--- src/rtl/aoi_exerciser.sv ---
// Purpose: walks all 16 {a,b,c,d} vectors into an AND-OR-INVERT block and grades its out/out_n responses.
// Latency: each vector takes SETTLE_CYCLES+1 cycles; done pulses 16*(SETTLE_CYCLES+1)+1 cycles after start is accepted.
// Backpressure: none; start is only honoured in IDLE, so requests arriving during a run or in DONE are dropped.
module aoi_exerciser #(
    parameter int SETTLE_CYCLES = 1,
    parameter int ERR_W         = 5
) (
    input  logic             clk,
    input  logic             areset_n,
    input  logic             start,
    output logic             drv_a,
    output logic             drv_b,
    output logic             drv_c,
    output logic             drv_d,
    input  logic             dut_out,
    input  logic             dut_out_n,
    output logic             busy,
    output logic             done,
    output logic             pass,
    output logic [ERR_W-1:0] err_count,
    output logic [3:0]       first_fail_vec,
    output logic             first_fail_valid
);

    typedef enum logic [2:0] {
        IDLE   = 3'd0,
        APPLY  = 3'd1,
        SETTLE = 3'd2,
        CHECK  = 3'd3,
        DONE   = 3'd4
    } state_t;

    // The settle counter is loaded on the APPLY edge, so one cycle of the
    // settle window is already spent by the time SETTLE is entered.
    localparam logic [3:0]       SETTLE_LOAD = 4'(SETTLE_CYCLES - 1);
    localparam logic [ERR_W-1:0] ERR_MAX     = '1;
    localparam logic [ERR_W-1:0] ERR_ONE     = ERR_W'(1);

    state_t     state;
    state_t     state_nxt;
    logic [3:0] vec;
    logic [3:0] settle_cnt;
    logic [3:0] drv_q;
    logic       expected;
    logic       mismatch;

    // Golden AOI function for the vector currently being checked.
    assign expected = (vec[3] & vec[2]) | (vec[1] & vec[0]);

    // Response grading: the case match is exact in 4-state simulation, so any
    // X or Z on a response falls through to the default branch and is graded
    // as a mismatch.
    always_comb begin
        mismatch = 1'b1;
        case ({dut_out, dut_out_n})
            {expected, ~expected}: mismatch = 1'b0;
            default:               mismatch = 1'b1;
        endcase
    end

    // State register.
    always_ff @(posedge clk or negedge areset_n) begin
        if (!areset_n) begin
            state <= IDLE;
        end else begin
            state <= state_nxt;
        end
    end

    // Next-state logic: one pass through APPLY/SETTLE/CHECK per vector.
    always_comb begin
        state_nxt = state;
        case (state)
            IDLE: begin
                if (start) begin
                    state_nxt = APPLY;
                end
            end
            APPLY: begin
                if (SETTLE_CYCLES == 1) begin
                    state_nxt = CHECK;
                end else begin
                    state_nxt = SETTLE;
                end
            end
            SETTLE: begin
                if (settle_cnt <= 4'd1) begin
                    state_nxt = CHECK;
                end
            end
            CHECK: begin
                if (vec == 4'd15) begin
                    state_nxt = DONE;
                end else begin
                    state_nxt = APPLY;
                end
            end
            DONE: begin
                state_nxt = IDLE;
            end
            default: begin
                state_nxt = IDLE;
            end
        endcase
    end

    // Vector index and settle counter; vec stops at 15 rather than wrapping.
    always_ff @(posedge clk or negedge areset_n) begin
        if (!areset_n) begin
            vec        <= 4'd0;
            settle_cnt <= 4'd0;
        end else begin
            case (state)
                IDLE: begin
                    if (start) begin
                        vec <= 4'd0;
                    end
                end
                APPLY: begin
                    settle_cnt <= SETTLE_LOAD;
                end
                SETTLE: begin
                    settle_cnt <= settle_cnt - 4'd1;
                end
                CHECK: begin
                    if (vec != 4'd15) begin
                        vec <= vec + 4'd1;
                    end
                end
                default: begin
                    vec <= vec;
                end
            endcase
        end
    end

    // Result registers: live error count, first failing vector, and the
    // pass verdict that only changes when a run completes.
    always_ff @(posedge clk or negedge areset_n) begin
        if (!areset_n) begin
            err_count        <= '0;
            first_fail_vec   <= 4'd0;
            first_fail_valid <= 1'b0;
            pass             <= 1'b0;
        end else begin
            case (state)
                IDLE: begin
                    if (start) begin
                        err_count        <= '0;
                        first_fail_vec   <= 4'd0;
                        first_fail_valid <= 1'b0;
                    end
                end
                CHECK: begin
                    if (mismatch) begin
                        if (err_count != ERR_MAX) begin
                            err_count <= err_count + ERR_ONE;
                        end
                        if (!first_fail_valid) begin
                            first_fail_vec   <= vec;
                            first_fail_valid <= 1'b1;
                        end
                    end
                end
                DONE: begin
                    pass <= (err_count == '0);
                end
                default: begin
                    pass <= pass;
                end
            endcase
        end
    end

    // Registered stimulus and status outputs; they follow the state by one edge.
    always_ff @(posedge clk or negedge areset_n) begin
        if (!areset_n) begin
            drv_q <= 4'd0;
            busy  <= 1'b0;
            done  <= 1'b0;
        end else begin
            done <= 1'b0;
            case (state)
                IDLE: begin
                    drv_q <= 4'd0;
                    busy  <= 1'b0;
                end
                APPLY: begin
                    drv_q <= vec;
                    busy  <= 1'b1;
                end
                DONE: begin
                    drv_q <= 4'd0;
                    busy  <= 1'b0;
                    done  <= 1'b1;
                end
                default: begin
                    drv_q <= drv_q;
                end
            endcase
        end
    end

    assign drv_a = drv_q[3];
    assign drv_b = drv_q[2];
    assign drv_c = drv_q[1];
    assign drv_d = drv_q[0];

endmodule
--- config.mk ---
export PLATFORM = sky130hd
export DESIGN_NAME = aoi_exerciser
export DESIGN_NICKNAME = d
export VERILOG_FILES = /design/src/rtl/aoi_exerciser.sv
export SDC_FILE = /design/constraint.sdc
export NUM_CORES = 1
export LEC_CHECK = 0
export BUFFER_PORTS_ARGS = -buffer_cell sky130_fd_sc_hd__buf_2
export CAP_MARGIN = 25
export CORE_AREA = 8 8 63 65
export DETAILED_ROUTE_END_ITERATION = 12
export DIE_AREA = 0 0 71 73
export HOLD_SLACK_MARGIN = 0.08
export PLACE_DENSITY = 0.7
export SLEW_MARGIN = 10
export SYNTH_ARGS = -nofsm -noshare
export SYNTH_HDL_FRONTEND = slang
export SYNTH_SLANG_ARGS = --single-unit
export TNS_END_PERCENT = 5
--- constraint.sdc ---
create_clock -name clk -period 3.1 [get_ports clk]
set_input_delay 0.775 -clock clk [delete_from_list [all_inputs] [get_ports clk]]
set_output_delay 0.775 -clock clk [all_outputs]
set_load 0.01 [all_outputs]
* Yosys cells after proc, flatten, opt, wreduce, memory -nomap -nowiden
Index checks and enable logic that the tools add are counted.
** Storage, ports and cells
- Register bits :: 28
- Word-level logic and storage cells :: 64
- Output and inout bits :: 17
- Input bits :: 5
** Cells by class
- Add/subtract/negate cells :: 3
- Multiplexer cells :: 21
- Bitwise operators :: 4
- Order comparisons :: 1
- Reductions and logical operators :: 11
- Equality and inequality tests :: 14
** Operator list (number)
- $pmux 4 s2 :: 4
- $mux 4 :: 4
- $mux 5 :: 3
- $ne 2x2->1 const B :: 6
- $pmux 3 s4 :: 1
- $pmux 5 s2 :: 1
- $mux 3 :: 3
- $reduce_and 4->1 :: 2
- $eq 3x2->1 const B :: 2
- $reduce_and 3->1 :: 2
- $reduce_bool 2->1 :: 3
- $add 5x1->5 const B :: 1
- $logic_not 5->1 :: 1
- $ne 5x5->1 const B :: 1
- $add 4x1->4 const B :: 1
- $eq 4x4->1 const B :: 1
- $le 4x1->1 const B :: 1
- $ne 4x4->1 const B :: 1
- $pmux 1 s2 :: 2
- $sub 4x1->4 const B :: 1
- $eq 3x1->1 const B :: 1
- $eq 3x3->1 const B :: 1
- $logic_not 3->1 :: 1
- $mux 1 :: 3
- 6 further kinds :: 7

* Longest topological paths before layout
- Depth after elaboration :: 6
- Depth in mapped cells :: 6
- Depth with buffers taken out :: 6

* Least setup slack after synthesis
No wires, ideal clock.
- Path type :: input-to-reg
- Start :: in dut_out
- End :: reg first_fail_vec[0]
- Data arrival time :: 1.402 ns
- Stages :: 4
- Slack :: 1.570 ns
- Buffers on the path :: 0
- Required time :: 2.972 ns
- Library setup time :: 0.128 ns
- Cells stage by stage :: nor2b_1 -> mux2i_2 -> nand2_1 -> mux2i_1
** On the way
- Longest elaborated chain between the ends :: 3
** Ends and longest elaborated chain
- start: declaration :: line 15 : input logic dut_out,
- $eq 2x2->1 :: line 55 : case ({dut_out, dut_out_n})
- $ne 2x2->1 (no source line)
- $reduce_and 4->1 (no source line)
- end signal: assignment :: line 160 : first_fail_vec <= vec;
- end: declaration :: line 21 : output logic [3:0] first_fail_vec,
Every way passes these cells.
A chain may end at the register's enable or synchronous reset.

* Final worst setup path
- Start :: reg err_count[2]
- End :: out err_count[2]
** RTL lines
- start: declaration :: line 20 : output logic [ERR_W-1:0] err_count,
- start signal: assignment :: line 157 : err_count <= err_count + ERR_ONE;
No word-level cell between the ends.

==> results.cfg <==
[clocking]
cts_tree = yes
ctsHoldBuffers = 0
clockBufferDepth = 2
cts_made_buffers = 3
cts_setup_buffers = 0
htree_levels = 1
clk_pin_slew_ns = 0.14
cts.repair.resized = 0
ctsRootBufferMaster = clkbuf_4
clkLatencyLatePin_ns = 0.33
clock-sinks = 28

[synth]
ys_seq_elements = 28
ys.flop_type = dfrtp_1
ys_types = 36
synth_edf_count = 0
syn-cell-area_um2 = 1438
yosysWarnings = 0
yosysSeqAreaShare_pct = 48.74
synth_area_per_cell_um2 = 9.780
postSynthCellCount = 147
async_flop_share_pct = 100.0
syn-num-nets = 158

[cells_and_area]
fin_util_pct = 53.77
n_antenna_cell = 0
fin_nets = 179
multiInputGateArea_um2 = 659.4
final_cell_area_um2 = 1588
register_area_um2 = 700.7
areaGrowthSynthToFinish_pct = 10.44
fillers = 267
mostFrequentLayoutCells = 28 x dfrtp_1, 21 x buf_2, 20 x nand2_1, 14 x o21ai_0, 12 x inv_1
final_common_cell = dfrtp_1
layout-drive-gt1-share_pct = 17.96

[sta]
hold_viol_final = 0
period_minus_slack_ns = 1.741
fin_crit_sh_pct = 56.16
clock.fmax_mhz = 574.4
slew_headroom_pct = 58.82
setup_viol_count_final = 0
tns_ns = 0
tightest_slew_ns = 0.6176
fin_skew_ns = 0.003153
finalMaxSlewViolations = 0
rsz0062_at_grt = no
holdWs_ns = 0.4287

[global_routing]
grt_pass1_vias = 1075
use_met1_pct = 13.08
grt.met2_usage_pct = 21.22
antenna_found_initial = 0
overflow = 0
grt_use_met3_pct = 3.022
grt_usage_pct = 12.04
grt_pass1_wl_um = 4940
grt_max_degree = 29
grt-busiest-layer = met2

[placed_design]
dpl.hpwl_um = 2200
numPortBuffers = 21
globalplace.congestion = 0.8491
place_area_um2 = 1551

[worst_hold_path]
hp-class = input port to async pin

[critical_path]
cp.required_ns = 2.32
path_max_fanout = 6
cp-end-kind = output port
r2r.worst_path.cells = 3
reg2reg_from = state[0]$_DFFE_PN0P_
r2r_slack_ns = 1.38
critPathMaxStageDelay_ns = 0.47
path_cells = buf_2
path_class = flip-flop to output port
worstReg2RegEnd = first_fail_valid$_DFFE_PN0P_
path_delay_family = flip-flops
crit_buf_inv = 1
crit_path_top_delay_cell = dfrtp_1
startpoint_type = flip-flop
worstPathArrival_ns = 0.97

[flow_run]
maxCapViolCount = 0

[floorplanning]
core_area_um2 = 2953
io_pins = 22
die_w_um = 71
rows = 20
dieArea_um2 = 5183
initial_core_util_pct = 48.69
die_y_um = 73

[drt]
drt_iter0_markers = 103
drt-pass1-iter-count = 4
ant_nets = 0
via_count = 1125
drc_errors = 0
wire_per_inst_um = 14.85
wirelength_um = 2970
drt-vias-per-instance = 5.625

[power_and_ir_drop]
finalPower_mw = 1.597
p_leak_nw = 0.8233
p_per_area_nw_per_um2 = 1006
ir_drop_mv = 0.4598

[status]
status = finished clean
## final cells by class
type	count	share of cell area, %
multi-input cells	102	41.53
clock buffers	4	2.285
well taps	33	2.600
inverters	12	2.837
repair buffers	21	6.619
flip-flops and latches	28	44.13
## worst max path at each step
| stage | cells past startpoint | end | start | slack, ns |
|---|---|---|---|---|
| after floorplan | 4 | first_fail_vec[0]$_DFFE_PN0P_ | dut_out | 1.57 |
| after global routing | 3 | first_fail_valid$_DFFE_PN0P_ | state[0]$_DFFE_PN0P_ | 1.18 |
| final | 1 | err_count[2] | err_count[2]$_DFFE_PN0P_ | 1.36 |
| after CTS | 1 | err_count[2] | err_count[2]$_DFFE_PN0P_ | 1.34 |
| after global placement | 5 | first_fail_vec[0]$_DFFE_PN0P_ | dut_out | 1.36 |
| after detailed placement | 5 | first_fail_vec[3]$_DFFE_PN0P_ | dut_out_n | 1.30 |
## state kept, by name (all words and copies together), names as in the netlist, 3 cells and up
register / count
err_count: 5
first_fail_vec: 4
state: 3
settle_cnt: 4
drv_q: 4
vec: 4
## per-stage QoR
stage | setup WS, ns | instances
floorplan | 1.570 | 147
CTS | 1.342 | 200
finish | 1.359 | 200
global route | 1.183 | 200
detailed placement | 1.300 | 196
global placement | 1.364 | 196
## per-layer routing
metal  vias to the layer above  part of all wire (%)
li1                        546                     -
met1                       554                    44
met2                        20                    50
met3                         5                   4.4
met4                         0                   2.0
met5                         -                     0
## synth_stat cells, types with 2 or more instances
| master | n | area, um2 |
|---|---|---|
| mux2i_1 | 9 | 90.09 |
| and2_1 | 2 | 12.51 |
| nand3_1 | 3 | 15.01 |
| o21ai_1 | 2 | 10.01 |
| a21oi_1 | 6 | 30.03 |
| nand2_1 | 20 | 75.07 |
| a22oi_1 | 4 | 30.03 |
| nor2b_1 | 2 | 12.51 |
| xnor2_1 | 2 | 17.52 |
| nor3_1 | 4 | 20.02 |
| buf_2 | 2 | 10.01 |
| dfrtp_1 | 28 | 700.7 |
| nor2_1 | 9 | 33.78 |
| ha_1 | 6 | 75.07 |
| o21ai_0 | 14 | 70.07 |
| inv_1 | 12 | 45.04 |
| and3_1 | 2 | 12.51 |
| nor4b_1 | 2 | 17.52 |
## power breakdown
part | switching, mW | internal (mW)
registers | 0.195 | 0.517
logic | 0.380 | 0.324
clock network | 0.109 | 0.0721
## cells by family (layout without fill, tap and decap cells)
family,after synthesis,after routing,synth area share (%)
flops,28,28,48.74
fa+ha+maj,6,6,5.222
mux,11,11,8.007
xor+xnor,3,3,1.828
simple gates,51,51,18.19
buf+inv,17,37,5.396
compound gates,31,31,12.62
(Power assumes the default switching activity.)
